--- config.mk ---
export PLATFORM = sky130hd
export DESIGN_NAME = viterbi_acs_ctrl_param
export DESIGN_NICKNAME = d
export VERILOG_FILES = /design/src/rtl/viterbi_acs_ctrl_param.sv
export SDC_FILE = /design/constraint.sdc
export NUM_CORES = 1
export LEC_CHECK = 0
export CORE_MARGIN = 2
export CORE_UTILIZATION = 32
export CTS_BUF_LIST = sky130_fd_sc_hd__clkbuf_4
export CTS_CLUSTER_SIZE = 8
export DETAILED_ROUTE_END_ITERATION = 16
export GPL_TIMING_DRIVEN = 0
export PLACE_DENSITY_LB_ADDON = 0.15
export SYNTH_ARGS = -nofsm -noshare
export SYNTH_HDL_FRONTEND = slang
export SYNTH_SLANG_ARGS = --single-unit
--- constraint.sdc ---
create_clock -name i_clk -period 3.8 [get_ports i_clk]
set_input_delay 0.57 -clock i_clk [delete_from_list [all_inputs] [get_ports i_clk]]
set_output_delay 0.57 -clock i_clk [all_outputs]
set_load 0.05 [all_outputs]
--- src/rtl/viterbi_acs_ctrl_param.sv ---
// Framed ACS/traceback sequencer: steps a {page, segment} counter and drives Init/Hold/TB strobes.
// Optional macro VIT_CTRL_AUTO_RESTART_EN: back-to-back frames without returning to IDLE.
module viterbi_acs_ctrl_param #(
  parameter int SEG_W  = 4,
  parameter int PAGE_W = 6
) (
  input  logic              i_clk,
  input  logic              i_rst_n,
  input  logic              i_active,
  input  logic              i_start,
  input  logic [PAGE_W-1:0] i_frame_len,
  output logic [PAGE_W-1:0] o_acs_page,
  output logic [SEG_W-1:0]  o_acs_segment,
  output logic              o_init,
  output logic              o_hold,
  output logic              o_tb_en,
  output logic              o_tb_stop,
  output logic              o_busy,
  output logic              o_done
);

  localparam int CNT_W = PAGE_W + SEG_W;
  localparam logic [SEG_W-1:0] SEG_MAX = '1;
  localparam logic [SEG_W-1:0] SEG_PRE = SEG_W'((2 ** SEG_W) - 2);

  typedef enum logic {S_IDLE, S_RUN} state_t;

  state_t            r_state, w_state_next;
  logic [CNT_W-1:0]  r_cnt, w_cnt_next;
  logic [PAGE_W-1:0] r_last_page, w_last_page_next;
  logic              r_init, w_init_next;
  logic              r_hold, w_hold_next;
  logic              r_tb_en, w_tb_en_next;
  logic              r_tb_arm, w_tb_arm_next;
  logic              r_tb_stop, w_tb_stop_next;
  logic              r_busy, w_busy_next;
  logic              r_done, w_done_next;

  logic [PAGE_W-1:0] w_page;
  logic [SEG_W-1:0]  w_seg;
  logic              w_on_last;
  logic              w_frame_end;

  assign w_page    = r_cnt[CNT_W-1:SEG_W];
  assign w_seg     = r_cnt[SEG_W-1:0];
  assign w_on_last = (w_page == r_last_page);
  // Qualifying with tb_arm keeps the all-ones starting address from looking like
  // the final address when LastPage is all ones.
  assign w_frame_end = r_tb_arm && w_on_last && (w_seg == SEG_MAX);

  always_comb begin
    w_state_next     = r_state;
    w_cnt_next       = r_cnt;
    w_last_page_next = r_last_page;
    w_init_next      = r_init;
    w_hold_next      = r_hold;
    w_tb_en_next     = r_tb_en;
    w_tb_arm_next    = r_tb_arm;
    w_tb_stop_next   = r_tb_stop;
    w_busy_next      = r_busy;
    w_done_next      = 1'b0;
    case (r_state)
      S_IDLE: begin
        if (i_start) begin
          w_last_page_next = i_frame_len;
          w_cnt_next       = '1;
          w_tb_en_next     = 1'b0;
          w_tb_arm_next    = 1'b0;
          w_tb_stop_next   = 1'b0;
          w_init_next      = 1'b0;
          w_hold_next      = 1'b0;
          w_busy_next      = 1'b1;
          w_state_next     = S_RUN;
        end
      end
      S_RUN: begin
        if (i_active) begin
          w_cnt_next     = r_cnt + CNT_W'(1);
          w_init_next    = (w_seg == SEG_MAX);
          w_hold_next    = (w_seg == SEG_PRE);
          w_tb_en_next   = r_tb_arm;
          w_tb_stop_next = w_on_last;
          if ((w_seg == SEG_PRE) && w_on_last) begin
            w_tb_arm_next = 1'b1;
          end
          if (w_frame_end) begin
            w_cnt_next  = '1;
            w_done_next = 1'b1;
`ifdef VIT_CTRL_AUTO_RESTART_EN
            w_last_page_next = i_frame_len;
            w_tb_arm_next    = 1'b0;
            w_tb_en_next     = 1'b0;
`else
            w_state_next = S_IDLE;
            w_busy_next  = 1'b0;
`endif
          end
        end
      end
      default: w_state_next = S_IDLE;
    endcase
  end

  always_ff @(posedge i_clk or negedge i_rst_n) begin
    if (!i_rst_n) begin
      r_state     <= S_IDLE;
      r_cnt       <= '1;
      r_last_page <= '1;
      r_init      <= 1'b0;
      r_hold      <= 1'b0;
      r_tb_en     <= 1'b0;
      r_tb_arm    <= 1'b0;
      r_tb_stop   <= 1'b0;
      r_busy      <= 1'b0;
      r_done      <= 1'b0;
    end else begin
      r_state     <= w_state_next;
      r_cnt       <= w_cnt_next;
      r_last_page <= w_last_page_next;
      r_init      <= w_init_next;
      r_hold      <= w_hold_next;
      r_tb_en     <= w_tb_en_next;
      r_tb_arm    <= w_tb_arm_next;
      r_tb_stop   <= w_tb_stop_next;
      r_busy      <= w_busy_next;
      r_done      <= w_done_next;
    end
  end

  assign o_acs_page    = w_page;
  assign o_acs_segment = w_seg;
  assign o_init        = r_init;
  assign o_hold        = r_hold;
  assign o_tb_en       = r_tb_en;
  assign o_tb_stop     = r_tb_stop;
  assign o_busy        = r_busy;
  assign o_done        = r_done;

endmodule
==> Word level (Yosys, flattened, before mapping) <==
Cells that the tools add are included.
{ "op_classes": {"add_sub_neg": 1, "n_eq_ne": 7, "muxes": 27, "n_bitwise": 1, "reduce_logical": 7} }
{ "op_table": {"columns": ["cell", "count"], "rows": [
  ["two-way mux 10 bit", 3],
  ["one-hot mux 10 bit (2 select lines)", 1],
  ["two-way mux 1 bit", 16],
  ["one-hot mux 1 bit (2 select lines)", 7],
  ["adder 10 x 1 -> 10 bit, second input constant", 1],
  ["equality test 4 bit, second input constant", 2],
  ["equality test 6 bit", 1],
  ["AND reduction 3 bit", 2],
  ["inequality test 2 x 1 -> 1 bit, second input constant", 2],
  ["inequality test 2 bit, second input constant", 2],
  ["AND reduction 2 bit", 2],
  ["logical AND 1 bit", 3],
  ["inverter 1 bit", 1]
]} }
{ "totals": {"ff_bits": 24, "input_bits": 10, "output_inout_bits": 16, "elab_cells": 53} }

==> Logic depth before layout (Yosys ltp) <==
Gate-level depths: netlist (run 1).
{ "logic_depth": {"word_depth": 6, "ltp_mapped": 6} }

==> Worst setup path before layout (run 1) <==
No wires, ideal clock.
{ "synth_timing": {"kind": "reg-to-reg", "startpoint": "register r_cnt[8]", "endpoint": "register r_busy (netlist: o_busy)", "setup_time_ns": 0.118, "arrival_ns": 1.558, "required_time_ns": 3.682, "path_slack_ns": 2.124, "stages_incl_launch_ff": 5, "path_buffers": 0, "synth_period_minus_slack_ns": 1.676, "path_cell_list": "dfstp_2 xor2_1 nor4_4 nand3_1 a21o_1"} }
{ "synth_via": {"elab_chain_len": 5} }
{ "synth_rtl": {"columns": ["element", "line_no", "rtl"], "rows": [
  ["start: declaration", "29", "logic [CNT_W-1:0] r_cnt, w_cnt_next;"],
  ["start signal: assignment", "118", "r_cnt <= w_cnt_next;"],
  ["equality test 6 bit", "46", "assign w_on_last = (w_page == r_last_page);"],
  ["logical AND 1 bit (2 in series)", "49", "assign w_frame_end = r_tb_arm && w_on_last && (w_seg == SEG_MAX);"],
  ["inequality test 2 x 1 -> 1 bit (no line)", null, null],
  ["AND reduction 3 bit (no line)", null, null],
  ["end signal: assignment", "125", "r_busy <= w_busy_next;"],
  ["end: declaration", "36", "logic r_busy, w_busy_next;"]
]} }
Every way passes these cells.
A chain may end at the register's enable or synchronous reset.

==> Final worst setup path (run 1) <==
{ "layout_timing": {"startpoint": "register r_cnt[4]", "endpoint": "output port o_acs_page[0]"} }
{ "layout_lines": {"columns": ["element", "line_no", "rtl"], "rows": [
  ["end: declaration", "12", "output logic [PAGE_W-1:0] o_acs_page,"]
]} }
No word-level cell between the ends.

==> results.cfg, run 1 <==
[yosys]
yosys_warnings = 0
synth_area_leader_cell = dfstp_2
synth.area.top_cells = dfstp_2 35%, dfrtp_1 17%, mux2_2 8.5%
ys_types = 27
synth_area_sq_mm = 0.001199
syn-num-nets = 117
synth_area_per_cell_sq_um = 11.42
yosysSeqAreaShare_pct = 51.77
ys_ff_latch = 24
synth_top_area_share_pct = 35.07
synthCells = 105

[global_routing]
antenna_found_initial = 0
grt_pass1_wl_um = 4084
first_global_vias = 897
grt_usage_pct = 12.44
grt_max_degree = 25
gr-total-overflow = 0

[sta]
fmax_ghz = 0.4300
setup_violations = 0
tightest_slew_ps = 1039
setup-tns-final_ps = 0
finalHoldViolCount = 0
max_slew_margin_pct = 30.50
skew_ps = 3.453
finalMaxSlewViolations = 0
period_minus_slack_ps = 2325
rsz0062_at_grt = false
fin_crit_sh_pct = 61.20

[cts]
clock_latency_ps = 310
cts_buffers = 3
cts-root-buf = clkbuf_4
cts.sinks = 24
cts_tree = yes
cts_setup_buffers = 0
cts_resized = 0
hold_buffers = 0
h-tree-depth = 1
clockBufferDepth = 2
clk_pin_slew_ps = 130

[setup_path]
r2r-start = r_cnt[1]$_DFFE_PN1P_
cp.required_ps = 3230
cpLargestDelayFamily = buffers and inverters
timing.rr.end = o_busy$_DFFE_PN0P_
critical-path-max-stage-delay_ps = 820
crit_chain = clkdlybuf4s50_1
worstSetupPathType = reg -> out
r2r_cells = 5
cp-start-kind = flop
crit_fanout = 6
cp-end-kind = primary output
crit_arrival_ps = 1760
ff2ff_setup_slack_ps = 2170
cp_slowest_cell = clkdlybuf4s50_1
path_buf_inv = 1

[die]
dieArea_sq_mm = 0.004251
rows = 22
io_pins = 26
die_x_um = 65.20
start_util_pct = 32.99
design.core.area_sq_mm = 0.003633
dieHeight_um = 65.20

[finish]
num-nets-final = 147
n_fill_cell = 374
drive_gt1_share_pct = 25.37
multiInputGateArea_sq_um = 558.0
num_antenna_cells = 0
seq_area_sq_um = 620.6
syn2layout_area_growth_pct = 28.08

[route]
met1_length_um = 1060
ant_nets = 0
detail_route.wl_per_cell_um = 13.05
initialDrtViolationCount = 26
met3_length_um = 132
dr_wl_met2_um = 1150
vias = 881
drtPass1Iterations = 4
viasPerCell = 4.841
routed.top_layer = met4
routed_wl_um = 2376
drcViolationCount = 0

[pwr]
powerDensity_mw_per_mm2 = 779.3
p_int_uw = 633.3
power.leakage_uw = 0.0006150
combPwrFrac_pct = 51.1
total_power_uw = 1196
clockPowerShare_pct = 9.6
power.switching_uw = 563.1
power_frac_seq_pct = 39.4
p_sw_share_pct = 47.07
peakVddDrop_v = 0.0003224

[min_path]
min_from = o_hold$_DFFE_PN0P_
hold-path-cell-count = 1
hp-class = reg -> reg
min_to = o_hold$_DFFE_PN0P_

[outcome]
status = finished, final reports clean

[placed_design]
port_buffers = 25
hpwl_um = 1778
finalWeightedCongestion = 0.7185

[job]
maxCapViolCount = 0
kinds of logic (layout without fill, tap and decap cells):
kind of cell,count (synthesis),count (layout),share of synthesized area (%)
adder cells (fa/ha/maj),2,2,2.087
flip-flops,24,24,51.77
AND/OR/NAND/NOR,41,41,17.54
AO/OA/AOI/OAI,9,9,6.366
multiplexers,10,10,9.603
buffers and inverters,4,33,1.670
XOR/XNOR,15,15,10.96
metrics by stage:
stage | instance area (sq um) | hold slack, ps | cells | utilization, % | worst slack, ps
floorplan | 1199 | 274.4 | 105 | - | 2124
global placement | 1509 | 465.8 | 178 | 41.53 | 1743
detailed placement | 1509 | 473.6 | 178 | 41.53 | 1747
CTS | 1535 | 503.8 | 182 | 42.25 | 1461
global route | 1535 | 539.8 | 182 | 42.25 | 1417
finish | 1535 | 501.0 | 182 | 42.25 | 1475
power groups by stage:
stage | registers, uW | logic (uW) | clock network [uW]
6_report | 471 | 611 | 115
5_1_grt | 487 | 654 | 134
4_1_cts | 474 | 618 | 118
3_5_place_dp | 478 | 616 | 0
3_3_place_gp | 479 | 607 | 0
2_1_floorplan | 684 | 214 | 0
worst max path at each step:
| stage | from | endpoint | slack (ps) | cells after the start |
|---|---|---|---|---|
| final | r_cnt[4]$_DFFE_PN1P_ | o_acs_page[0] | 1470 | 1 |
| after global placement | i_active | o_busy$_DFFE_PN0P_ | 1740 | 5 |
| after global routing | r_cnt[4]$_DFFE_PN1P_ | o_acs_page[0] | 1420 | 1 |
| after detailed placement | i_active | o_busy$_DFFE_PN0P_ | 1750 | 5 |
| after floorplan | r_cnt[8]$_DFFE_PN1P_ | o_busy$_DFFE_PN0P_ | 2120 | 4 |
| after CTS | r_cnt[4]$_DFFE_PN1P_ | o_acs_page[0] | 1460 | 1 |
cell usage in the layout, fill, tap and decap left out, drive strengths merged, types with 3 or more instances in the layout:
cell / Yosys / final
clkbuf: 0 / 3
xnor2: 5 / 5
nand4: 3 / 3
nand3: 4 / 4
xor2: 10 / 10
nor2: 6 / 6
nor3: 3 / 3
a31oi: 3 / 3
nand2: 17 / 17
mux2: 9 / 9
nor4: 5 / 5
dfstp: 16 / 16
clkdlybuf4s50: 0 / 25
dfrtp: 8 / 8
flip-flops by register name (all words and copies together) (netlist names):
name / cells
o_done: 1
o_tb_stop: 1
r_state: 1
o_hold: 1
r_cnt: 10
o_tb_en: 1
r_tb_arm: 1
o_busy: 1
r_last_page: 6
o_init: 1
area by class of cell:
type	instances	area share (%)
plain buffers	2	0.8150
clock buffers	3	1.467
clock inverters	1	0.2445
inverters	2	0.4890
multi-input cells	77	36.35
flip-flops and latches	24	40.42
well taps	48	3.912
repair buffers	25	16.30
routing by layer:
layer | GRT usage [%] | vias up
li1 | - | 423
met1 | 15.49 | 433
met2 | 20.41 | 21
met3 | 3.082 | 4
met4 | 5.469 | 0
met5 | 0 | -
Yosys cell counts:
library cell  count
a31oi_1           2
nand4_1           3
nand3_1           4
and3_1            1
xnor2_1           5
nand2b_1          1
buf_4             1
mux2_2            9
xor2_1           10
nor3_2            1
o21ai_0           1
dfrtp_1           8
a21o_1            2
a31oi_4           1
nor4_4            1
nor4_1            4
nor3_1            2
dfstp_2          16
nand2_1          17
mux2i_2           1
ha_1              2
buf_2             1
nor2b_1           1
nor2_1            6
inv_1             2
a21oi_1           1
a22o_1            2
worst register-to-register path, stage by stage (launching register included):
cell     delay [ps]
dfstp_2         610
ha_1            250
nand2_1         100
nor3_2          260
nand3_1         120
a21o_1          200
(Power assumes the default switching activity.)
==> inputs of run 2 (changes only) <==
==> constraint.sdc (replaced) <==
create_clock -name i_clk -period 1.95 [get_ports i_clk]
set_input_delay 0.2925 -clock i_clk [delete_from_list [all_inputs] [get_ports i_clk]]
set_output_delay 0.2925 -clock i_clk [all_outputs]
set_load 0.05 [all_outputs]
==> run 2 against run 1 <==
  * Cell count unchanged
  * Setup slack got worse by 1300 ps
  * Clock power grew 95%
  * Sequential share of layout area rose by 0.33 points
  * First-iteration DRC count unchanged
  * Critical endpoint is now o_init
  * Hold slack barely moved
  * Combinational power increased by 83%
  * Die area stayed put
  * Highest routed layer unchanged
  * Non-clock buffer count unchanged
  * Sequential power grew 94%
  * Global-route usage increased by 0.073 points
==> results.cfg, run 2 (synthesis results as in run 1) <==
[outcome]
status = finished, final reports clean

[sta]
fin_crit_sh_pct = 92.66
setup_violations = 0
rsz0062_at_grt = false
period_minus_slack_ps = 1807
finalMaxSlewViolations = 0
setup-tns-final_ps = 0
skew_ps = 4.007
tightest_slew_ps = 1041
finalHoldViolCount = 0
fmax_ghz = 0.5535
setup_ws_ps = 143.2
max_slew_margin_pct = 30.41

[die]
dieHeight_um = 65.20
start_util_pct = 32.99
rows = 22
design.core.area_sq_mm = 0.003633
dieArea_sq_mm = 0.004251
io_pins = 26
die_x_um = 65.20

[finish]
utilization_pct = 41.91
largestRegisters = r_cnt x10, r_last_page x6
final_cell_mix = 17 x nand2_1, 16 x dfstp_2, 15 x clkdlybuf4s50_1
final_cells = 182
layout_commonest_cell = nand2_1
num-nets-final = 147
n_fill_cell = 378
num_antenna_cells = 0
largest_reg_flops = 10
largest_register = r_cnt
syn2layout_area_growth_pct = 27.04
drive_gt1_share_pct = 25.37

[route]
drcViolationCount = 0
vias = 883
detail_route.wl_per_cell_um = 13.01
drtPass1Iterations = 4
viasPerCell = 4.852
routed_wl_um = 2368
initialDrtViolationCount = 26
ant_nets = 0

[pwr]
power_frac_seq_pct = 40.5
power.switching_uw = 1092
powerDensity_mw_per_mm2 = 1481
power.leakage_uw = 0.0006213
p_int_uw = 1162
combPwrFrac_pct = 49.6
peakVddDrop_v = 0.0005832
clockPowerShare_pct = 9.9
p_sw_share_pct = 48.44

[placed_design]
port_buffers = 25
place_ws_ps = 175.0
hpwl_um = 1778
finalWeightedCongestion = 0.7185
dp.cells = 178

[global_routing]
first_global_vias = 903
grt_usage_pct = 12.51
antenna_found_initial = 0
grt_max_degree = 25
gr-total-overflow = 0
grt_pass1_wl_um = 4112

[setup_path]
crit_fanout = 3
crit_chain = clkdlybuf4s50_1
timing.rr.end = o_busy$_DFFE_PN0P_
r2r-start = r_cnt[1]$_DFFE_PN1P_
critical-path-max-stage-delay_ps = 810
crit_arrival_ps = 1510
cp.required_ps = 1660
r2r_cells = 5
ff2ff_setup_slack_ps = 320
cp-end-kind = primary output
cpLargestDelayFamily = buffers and inverters
cp-start-kind = flop
path_buf_inv = 1
cp_slowest_cell = clkdlybuf4s50_1
worstSetupPathType = reg -> out

[cts]
cts_resized = 10
clk_pin_slew_ps = 130
clockBufferDepth = 2
hold_buffers = 0
cts-root-buf = clkbuf_4
cts_setup_buffers = 0
cts_tree = yes
h-tree-depth = 1
cts.sinks = 24
clock_latency_ps = 310
cts_buffers = 3

[job]
maxCapViolCount = 0

[min_path]
hp-class = reg -> reg
hold-path-cell-count = 1
min_to = o_hold$_DFFE_PN0P_
min_from = o_hold$_DFFE_PN0P_
run 2: cell count changes in the layout (fill, tap and decap cells not counted), sizes merged:
cell | previous run | this run
clkdlybuf4s50 | 25 | 15
dlygate4sd2 | 0 | 10
run 2: metal layers:
layer | track usage (%) | vias up | part of all wire (%)
met4 | 5.469 | 0 | 1.4
met1 | 15.49 | 435 | 45
met5 | 0 | - | 0
li1 | - | 425 | -
met2 | 20.66 | 19 | 48
met3 | 3.082 | 4 | 5.4
run 2: how the worst max path moves through the flow:
stage / start / endpoint / depth (start not counted)
after floorplan: r_cnt[8]$_DFFE_PN1P_ / o_busy$_DFFE_PN0P_ / 4
after global placement: i_active / o_busy$_DFFE_PN0P_ / 5
after detailed placement: i_active / o_busy$_DFFE_PN0P_ / 5
after CTS: o_init$_DFFE_PN0P_ / o_init / 1
after global routing: o_init$_DFFE_PN0P_ / o_init / 1
final: o_init$_DFFE_PN0P_ / o_init / 1
run 2: final cells by class:
cell class	count	area, sq um	area share (%)
inverter	2	7.507	0.4930
buffer	2	12.51	0.8217
sequential	24	620.6	40.76
tap	48	60.06	3.944
clock inverter	1	3.754	0.2465
multi-input combinational	77	558.0	36.65
clock buffer	3	22.52	1.479
timing repair buffer	25	237.7	15.61
run 2: metrics by stage:
stage | power [uW] | hold WS, ps | instance area [sq um]
after global placement | 2116 | 465.8 | 1509
after global routing | 2411 | 539.8 | 1523
after CTS | 2283 | 503.8 | 1523
after floorplan | 1749 | -3.091 | 1199
after detailed placement | 2131 | 473.6 | 1509
final | 2255 | 501.1 | 1523
run 2: power groups by stage:
stage / registers, uW / logic (uW) / clock network [uW]
finish: 913 / 1120 / 224
global route: 947 / 1200 / 261
CTS: 919 / 1130 / 231
floorplan: 1330 / 416 / 0
global placement: 933 / 1180 / 0
detailed placement: 932 / 1200 / 0
